**src/rtl/pipe_ctrl.sv**
```systemverilog
// pipe_ctrl -- pipeline hazard / memory-stall controller.
//
// Resolves load-use hazards (one bubble), taken branches (flush IF/ID and
// ID/EX) and data-memory stalls (freeze the whole front of the pipeline and
// bubble MEM/WB) for a classic 5-stage pipeline.
//
// Ports:
//   clk, clr           clock (rising edge) and asynchronous active-high reset
//   id_rs, id_rt       source registers of the instruction in ID
//   ex_writeReg        destination register of the instruction in EX
//   ex_RegWrite        EX instruction writes a register
//   ex_MemToReg        EX instruction is a load
//   branch_taken       branch/jump resolved taken in EX
//   mem_req, mem_ack   MEM-stage access pending / completing this cycle
//   pc_en .. exmem_en  load enables for PC and the pipeline registers
//   ifid_clr .. memwb_clr  synchronous bubble insertion
//   state              RUN=0, MEM_WAIT=1, ERR=2
//   wait_cycles        cycles in the current/last MEM_WAIT, saturates at 255
//   lu_stalls          load-use stall count, wraps
//   mem_timeout        set while in ERR
//
// Build option: define PIPE_CTRL_TIMEOUT_EN to enable the memory timeout
// (MEM_WAIT -> ERR after TIMEOUT cycles). Without it ERR is unreachable.

module pipe_ctrl #(
   parameter int unsigned TIMEOUT = 16
) (
   input  logic        clk,
   input  logic        clr,
   input  logic [5:0]  id_rs,
   input  logic [5:0]  id_rt,
   input  logic [5:0]  ex_writeReg,
   input  logic        ex_RegWrite,
   input  logic        ex_MemToReg,
   input  logic        branch_taken,
   input  logic        mem_req,
   input  logic        mem_ack,
   output logic        pc_en,
   output logic        ifid_en,
   output logic        idex_en,
   output logic        exmem_en,
   output logic        ifid_clr,
   output logic        idex_clr,
   output logic        memwb_clr,
   output logic [1:0]  state,
   output logic [7:0]  wait_cycles,
   output logic [15:0] lu_stalls,
   output logic        mem_timeout
);

   typedef enum logic [1:0] {
      StRun     = 2'd0,
      StMemWait = 2'd1,
      StErr     = 2'd2
   } state_e;

   localparam logic [7:0] LastWait = 8'(TIMEOUT - 1);

   state_e      r_state;
   state_e      w_state_nxt;
   logic [7:0]  r_wait;
   logic [15:0] r_lu_stalls;
   logic        w_lu;
   logic        w_freeze;
   logic        w_stall;

   // Register 0 is hard-wired zero, so a load targeting it never hazards.
   assign w_lu = ex_MemToReg & ex_RegWrite & (ex_writeReg != 6'd0) &
                 ((ex_writeReg == id_rs) | (ex_writeReg == id_rt));

   assign w_freeze = (r_state == StErr) | (mem_req & ~mem_ack);

   // Load-use bubble only when neither a freeze nor a branch takes priority.
   assign w_stall = ~w_freeze & ~branch_taken & w_lu;

   // State register
   always_ff @(posedge clk or posedge clr) begin
      if (clr) begin
         r_state <= StRun;
      end else begin
         r_state <= w_state_nxt;
      end
   end

   // Next-state logic
   always_comb begin
      w_state_nxt = r_state;
      case (r_state)
         StRun: begin
            if (mem_req & ~mem_ack) begin
               w_state_nxt = StMemWait;
            end
         end
         StMemWait: begin
            if (mem_ack) begin
               w_state_nxt = StRun;
`ifdef PIPE_CTRL_TIMEOUT_EN
            end else if (r_wait == LastWait) begin
               w_state_nxt = StErr;
`endif
            end
         end
         StErr:   w_state_nxt = StErr;  // only clr leaves ERR
         default: w_state_nxt = StRun;
      endcase
   end

   // Output logic: freeze > branch > load-use > normal flow
   always_comb begin
      pc_en     = 1'b1;
      ifid_en   = 1'b1;
      idex_en   = 1'b1;
      exmem_en  = 1'b1;
      ifid_clr  = 1'b0;
      idex_clr  = 1'b0;
      memwb_clr = 1'b0;
      if (w_freeze) begin
         pc_en     = 1'b0;
         ifid_en   = 1'b0;
         idex_en   = 1'b0;
         exmem_en  = 1'b0;
         memwb_clr = 1'b1;
      end else if (branch_taken) begin
         ifid_clr = 1'b1;
         idex_clr = 1'b1;
      end else if (w_lu) begin
         pc_en    = 1'b0;
         ifid_en  = 1'b0;
         idex_clr = 1'b1;
      end
   end

   // Counters
   always_ff @(posedge clk or posedge clr) begin
      if (clr) begin
         r_wait      <= 8'd0;
         r_lu_stalls <= 16'd0;
      end else begin
         if (r_state == StRun && w_state_nxt == StMemWait) begin
            r_wait <= 8'd0;
         end else if (r_state == StMemWait && !mem_ack && r_wait != 8'hFF) begin
            r_wait <= r_wait + 8'd1;
         end
         if (w_stall) begin
            r_lu_stalls <= r_lu_stalls + 16'd1;
         end
      end
   end

   assign state       = r_state;
   assign wait_cycles = r_wait;
   assign lu_stalls   = r_lu_stalls;

`ifdef PIPE_CTRL_TIMEOUT_EN
   // ERR is sticky until clr, so the flag is sticky too.
   assign mem_timeout = (r_state == StErr);
`else
   logic w_unused_timeout;
   assign w_unused_timeout = ^LastWait;
   assign mem_timeout      = 1'b0;
`endif

endmodule

```
**config.mk**
```make
export PLATFORM = sky130hd
export DESIGN_NAME = pipe_ctrl
export DESIGN_NICKNAME = d
export VERILOG_FILES = /design/src/rtl/pipe_ctrl.sv
export SDC_FILE = /design/constraint.sdc
export NUM_CORES = 1
export LEC_CHECK = 0
export BUFFER_PORTS_ARGS = -buffer_cell sky130_fd_sc_hd__buf_2
export CORE_ASPECT_RATIO = 2
export CORE_MARGIN = 2
export CORE_UTILIZATION = 48
export CTS_CLUSTER_SIZE = 16
export DETAILED_ROUTE_END_ITERATION = 12
export PLACE_DENSITY_LB_ADDON = 0.08
export RECOVER_POWER = 100
export SLEW_MARGIN = 20
export SYNTH_ARGS = -nofsm -noshare
export SYNTH_HDL_FRONTEND = slang
export SYNTH_SLANG_ARGS = --single-unit
```
**constraint.sdc**
```tcl
create_clock -name clk -period 2 [get_ports clk]
set_input_delay 0.3 -clock clk [delete_from_list [all_inputs] [get_ports clk]]
set_output_delay 0.3 -clock clk [all_outputs]
set_load 0.005 [all_outputs]
```
==> flow_metrics.tcl, run 1 <==
set metrics [dict create \
    outcome "complete, no violations" \
    numClockSinks 26 \
    ant_nets 0 \
    ys_async_sr_fraction_pct 100 \
    synthDistinctLibCells 32 \
    worst_pin_slew_ns 1.36 \
    gr-total-overflow 0 \
    grt_max_degree 27 \
    clock_latency_ns 0.27 \
    syn_nets 168 \
    die_w_um 43.4 \
    avgSynthCellArea_um2 10.6 \
    leakage_nw 1.01 \
    vdd.ir_drop.worst_mv 0.400 \
    first_pass_iters 4 \
    fillers 255 \
    period_share_pct 98.5 \
    final-max-slew-violation-count 0 \
    cap_violations 0 \
    grt_setup_unrepaired "true" \
    diodes 0 \
    synth_area_leader_cell "dfrtp_1" \
    drt_wl_total_um 3640 \
    synth_common_cells "dfrtp_1 (26), xor2_1 (21), nor2_1 (14), xnor2_1 (13), nand2_1 (10)" \
    hold_class "input pin to flop" \
    arrival_ns 1.67 \
    syn_inst 141 \
    multi_input_area_um2 823 \
    final_cell_area_um2 2030 \
    ys_ff_latch 26 \
    finClkSkew_ns 0.00360 \
    gp_congestion 0.819 \
    grt_use_total_pct 22.6 \
    antenna_found_initial 0 \
    drive_above_1_share_pct 40.2 \
    synth_ff_type "dfrtp_1" \
    synth_area_leaders "dfrtp_1 (44%), xor2_1 (12%), xnor2_1 (7.6%), nor2_1 (3.5%), nor4_2 (3.4%)" \
    dp_hpwl_um 2910 \
    synth_edf_count 0 \
    dpl_cell_area_um2 1940 \
    crit_type "input pin to output port" \
    regArea_um2 651 \
    die_area_um2 3590 \
    path_max_fanout 5 \
    max-slew-margin-rel_pct 9.51 \
    syn_area_um2 1490 \
    clock_path_buffers 2 \
    finalSetupViolCount 0 \
    nets 253 \
    cts.clk_slew.worst_paths_ns 0.08 \
    finalWorstSetupSlack_ns 0.0301 \
    ctsHoldBuffers 0 \
    vias 1353 \
    post-route-min-period_ns 1.97 \
    clockRootBuffer "clkbuf_8" \
    routed_via_density 5.33 \
    die_h_um 82.8 \
    io_pins 59 \
    grt_pass1_vias 1362 \
    tns_ns 0 \
    start_util_pct 50.6 \
    drc 0 \
    synth.top_cell.area_share_pct 43.7 \
    dp_slack_ns -0.280 \
    place.port_buffers 57 \
    drt_iter0_markers 10 \
    grt_pass1_wl_um 6090 \
    fp.coreArea_um2 2940 \
    num_rows 28 \
    ys_seq_area_share_pct 43.7 \
    max_freq_mhz 508 \
    wl_per_cell_um 14.3 \
    synth_most_common_cell "dfrtp_1" \
    cts_tree "built" \
    syn_to_final_growth_pct 36.1 \
    hold-worst-slack_ns 0.277 \
    yosysWarnings 0 \
    required_ns 1.70 \
    numCtsBuffers 3 \
    power_density_nw_per_um2 523 \
    endpoint_kind "output port" \
    crit_path_start_kind "input pin" \
    hold_viol_final 0 \
    htree_levels 1 \
]
## layout make-up
type	instances	area share, %
Multi-Input combinational cell	107	40.6
Sequential cell	26	32.1
Timing Repair Buffer	84	22.6
Clock buffer	3	2.04
Tap cell	30	1.85
Inverter	4	0.741
## state kept, by name (all words and copies together), names as in the netlist
register / count
wait_cycles: 8
lu_stalls: 16
state: 2
## per-stage QoR
step	power, mW	util, %	std cells
after floorplan	0.676	-	141
after global placement	0.767	65.8	245
after detailed placement	0.780	65.8	245
after CTS	1.07	68.1	250
after global routing	1.11	68.8	254
final	1.06	68.8	254
## power breakdown
part / internal (mW) / leakage (nW) / switching (mW)
Sequential: 0.548 / 0.359 / 0.0268
Clock: 0.135 / 0.0216 / 0.156
Combinational: 0.0948 / 0.627 / 0.0989
Total: 0.777 / 1.01 / 0.282
## worst paths after layout
kind | startpoint | to | slack, ns | cells past startpoint
setup / recovery | ex_writeReg[4] | pc_en | 0.03 | 8
hold / removal | mem_req | state[0] | 0.28 | 2
setup reg to reg | state[1] | lu_stalls[5] | 0.10 | 8
hold reg to reg | state[0] | state[1] | 0.47 | 1
max in group asynchronous | clr | wait_cycles[3] | 0.74 | 3
min in group asynchronous | clr | lu_stalls[10] | 0.46 | 3
## critical path, stage by stage
cell,delay (ns)
buf_2,0.12
xor2_1,0.16
nor4_2,0.37
nand3_2,0.13
a21o_4,0.25
nor2_2,0.13
nor2_1,0.07
buf_2,0.13
## layer usage
layer / vias up / share of wire [%] / global-route usage [%]
li1: 648 / - / -
met4: 0 / 1.5 / 9.70
met2: 49 / 59 / 43.7
met1: 651 / 34 / 23.9
met5: - / 0 / 0
met3: 5 / 5.0 / 1.96
## cell usage in the layout (no fill, tap or decap), types with 4 or more instances in the layout
cell type  instances
nand2_1           10
buf_2             48
nor3_1             5
buf_4             21
nor4_2             5
dfrtp_1           26
xnor2_1           13
nand4_1            6
nand3_1            6
inv_1              4
clkbuf_1          14
xor2_1            21
nor2_1            13
## timing repair
| item | CTS | global route |
|---|---|---|
| endpoints found under the setup margin | 4 | 6 |
| pin swaps | 3 | 4 |
| buffers inserted | 2 | 4 |
| resized for setup | 2 | 5 |
## kinds of logic (layout without fill, tap and decap cells)
logic type               after synthesis  in the layout  synth area share, %
AO/OA/AOI/OAI                          8              8                 6.14
XOR/XNOR                              34             34                 20.0
adder cells (fa/ha/maj)                2              2                 1.68
buffers and inverters                  8             91                 3.28
flip-flops                            26             26                 43.7
multiplexers                           1              1                0.756
other                                  1              1                0.252
AND/OR/NAND/NOR                       61             61                 24.2
Note: power is estimated with default switching activity, not from simulation.
==> run 2: changes to the inputs <==
Settings changed: CORE_ASPECT_RATIO 2 to 1.2.
==> flow_metrics.tcl, run 2 (synthesis results as in run 1) <==
set metrics [dict create \
    outcome "complete, no violations" \
    gr-total-overflow 0 \
    power_density_nw_per_um2 558 \
    crit_chain "buf_6 > or4_4 > o311ai_4 > a21oi_2 > nor2_1 > nor2_1 > buf_2" \
    num_rows 22 \
    drive_above_1_share_pct 38.2 \
    die_h_um 65.0 \
    grt_max_degree 27 \
    diodes 0 \
    max_freq_mhz 514 \
    dr_wl_met3_um 179 \
    fillers 261 \
    hold_class "input pin to flop" \
    dp_hpwl_um 2460 \
    dpl_cell_area_um2 1910 \
    wl_per_cell_um 13.0 \
    io_pins 59 \
    cap_violations 0 \
    drc 0 \
    grt_pass1_vias 1207 \
    die_w_um 54.8 \
    fp.coreArea_um2 3000 \
    routed_via_density 5.04 \
    nets 248 \
    endpoint_kind "output port" \
    max-slew-margin-rel_pct 57.2 \
    drt_iter0_markers 42 \
    vdd.ir_drop.worst_mv 0.415 \
    crit_type "input pin to output port" \
    antenna_found_initial 0 \
    p_seq_share_pct 50.4 \
    leakage_nw 1.01 \
    power_frac_comb_pct 17.8 \
    finalSetupViolCount 0 \
    largest_reg_flops 16 \
    arrival_ns 1.65 \
    switching_power_mw 0.290 \
    finClkSkew_ns 0.0145 \
    path_common_cell "nor2_1" \
    crit_path_start_kind "input pin" \
    p_int_mw 0.852 \
    path_max_fanout 4 \
    worst_pin_slew_ns 0.642 \
    drt_wl_total_um 3330 \
    grt_use_total_pct 19.2 \
    switching_share_pct 25.4 \
    first_pass_iters 4 \
    cts_tree "built" \
    cp_top_family "simple AND/OR/NAND/NOR gates" \
    syn_to_final_growth_pct 37.4 \
    cts.clk_slew.worst_paths_ns 0.13 \
    final_common_cell "buf_2" \
    final_cell_area_um2 2050 \
    place.port_buffers 57 \
    grt_setup_unrepaired "true" \
    numClockSinks 26 \
    clockRootBuffer "clkbuf_4" \
    crit_buf_inv 2 \
    grt_pass1_wl_um 5150 \
    required_ns 1.70 \
    final-max-slew-violation-count 0 \
    crit_slowest_cell "or4_4" \
    p_clk_share_pct 31.8 \
    post-route-min-period_ns 1.95 \
    wl_met2_um 1660 \
    met1_length_um 1450 \
    die_area_um2 3570 \
    layout_common_cells "buf_2 (46), dfrtp_1 (26), xor2_1 (20)" \
    numCtsBuffers 3 \
    gp_congestion 0.748 \
    clock_latency_ns 0.33 \
    ant_nets 0 \
    start_util_pct 49.6 \
    vias 1289 \
    hold_viol_final 0 \
    clock_path_buffers 2 \
    hold-worst-slack_ns 0.209 \
    period_share_pct 97.3 \
    max_stage_delay_ns 0.54 \
    highest_layer "met4" \
    htree_levels 1 \
]
run 2: cell count changes in the layout (fill, tap and decap cells not counted), sizes merged:
| cell | previous run | this run |
|---|---|---|
| buf | 69 | 64 |
| bufinv | 0 | 1 |
| clkbuf | 18 | 17 |
| dlygate4sd3 | 0 | 1 |
run 2: layout make-up:
cell class | count | area [µm²] | share of cell area [%]
Multi-Input combinational cell | 107 | 835 | 40.8
Sequential cell | 26 | 651 | 31.8
Timing Repair Buffer | 79 | 448 | 21.9
Tap cell | 36 | 45.0 | 2.20
Clock inverter | 1 | 30.0 | 1.47
Clock buffer | 3 | 22.5 | 1.10
Inverter | 4 | 15.0 | 0.734
run 2: repair_timing:
action | 4_1_cts | 5_1_grt
pin swaps | 0 | 9
buffers inserted | 0 | 5
hold buffers | 1 | 0
setup endpoints to repair | 2 | 8
resized for setup | 1 | 14
hold endpoints to repair | 15 | 0
run 2: worst register-to-register path, delay by kind of cell (launching register included):
| family | cells | cell delay (ns) |
|---|---|---|
| xor gates and xnor gates | 1 | 0.13 |
| DFF | 1 | 0.42 |
| and+or+nand+nor | 5 | 1.27 |
run 2: path summary, 6_finish.rpt:
check	cells past startpoint	to	slack, ns	startpoint
worst min register to register	1	lu_stalls[15]	0.48	lu_stalls[15]
max in group asynchronous	4	wait_cycles[1]	0.92	clr
worst min-delay path	2	state[0]	0.21	mem_req
worst max register to register	6	lu_stalls[15]	0.09	lu_stalls[5]
min in group asynchronous	4	lu_stalls[4]	0.65	clr
worst max-delay path	7	idex_clr	0.05	ex_writeReg[1]
run 2: layer usage:
metal | vias to the layer above | GRT usage (%)
li1 | 646 | -
met1 | 602 | 25.9
met2 | 36 | 31.1
met3 | 5 | 3.00
met4 | 0 | 5.63
met5 | - | 0
run 2: through the flow:
| stage | power, mW | std cells | TNS, ns | util, % | worst slack (ns) |
|---|---|---|---|---|---|
| finish | 1.14 | 256 | 0 | 68.2 | 0.0547 |
| global route | 1.20 | 256 | -0.0310 | 68.2 | -0.0310 |
| CTS | 1.14 | 251 | 0 | 65.6 | 0.00125 |
| detailed placement | 0.770 | 246 | -0.179 | 63.5 | -0.0562 |
| global placement | 0.764 | 246 | -0.108 | 63.5 | -0.0326 |
| floorplan | 0.676 | 141 | 0 | - | 0.0378 |
run 2: power groups by stage:
stage | combinational, mW | clock [mW] | sequential (mW)
6_report | 0.203 | 0.363 | 0.576
5_1_grt | 0.225 | 0.395 | 0.581
4_1_cts | 0.188 | 0.375 | 0.576
3_5_place_dp | 0.184 | 0 | 0.586
3_3_place_gp | 0.180 | 0 | 0.584
2_1_floorplan | 0.0911 | 0 | 0.584
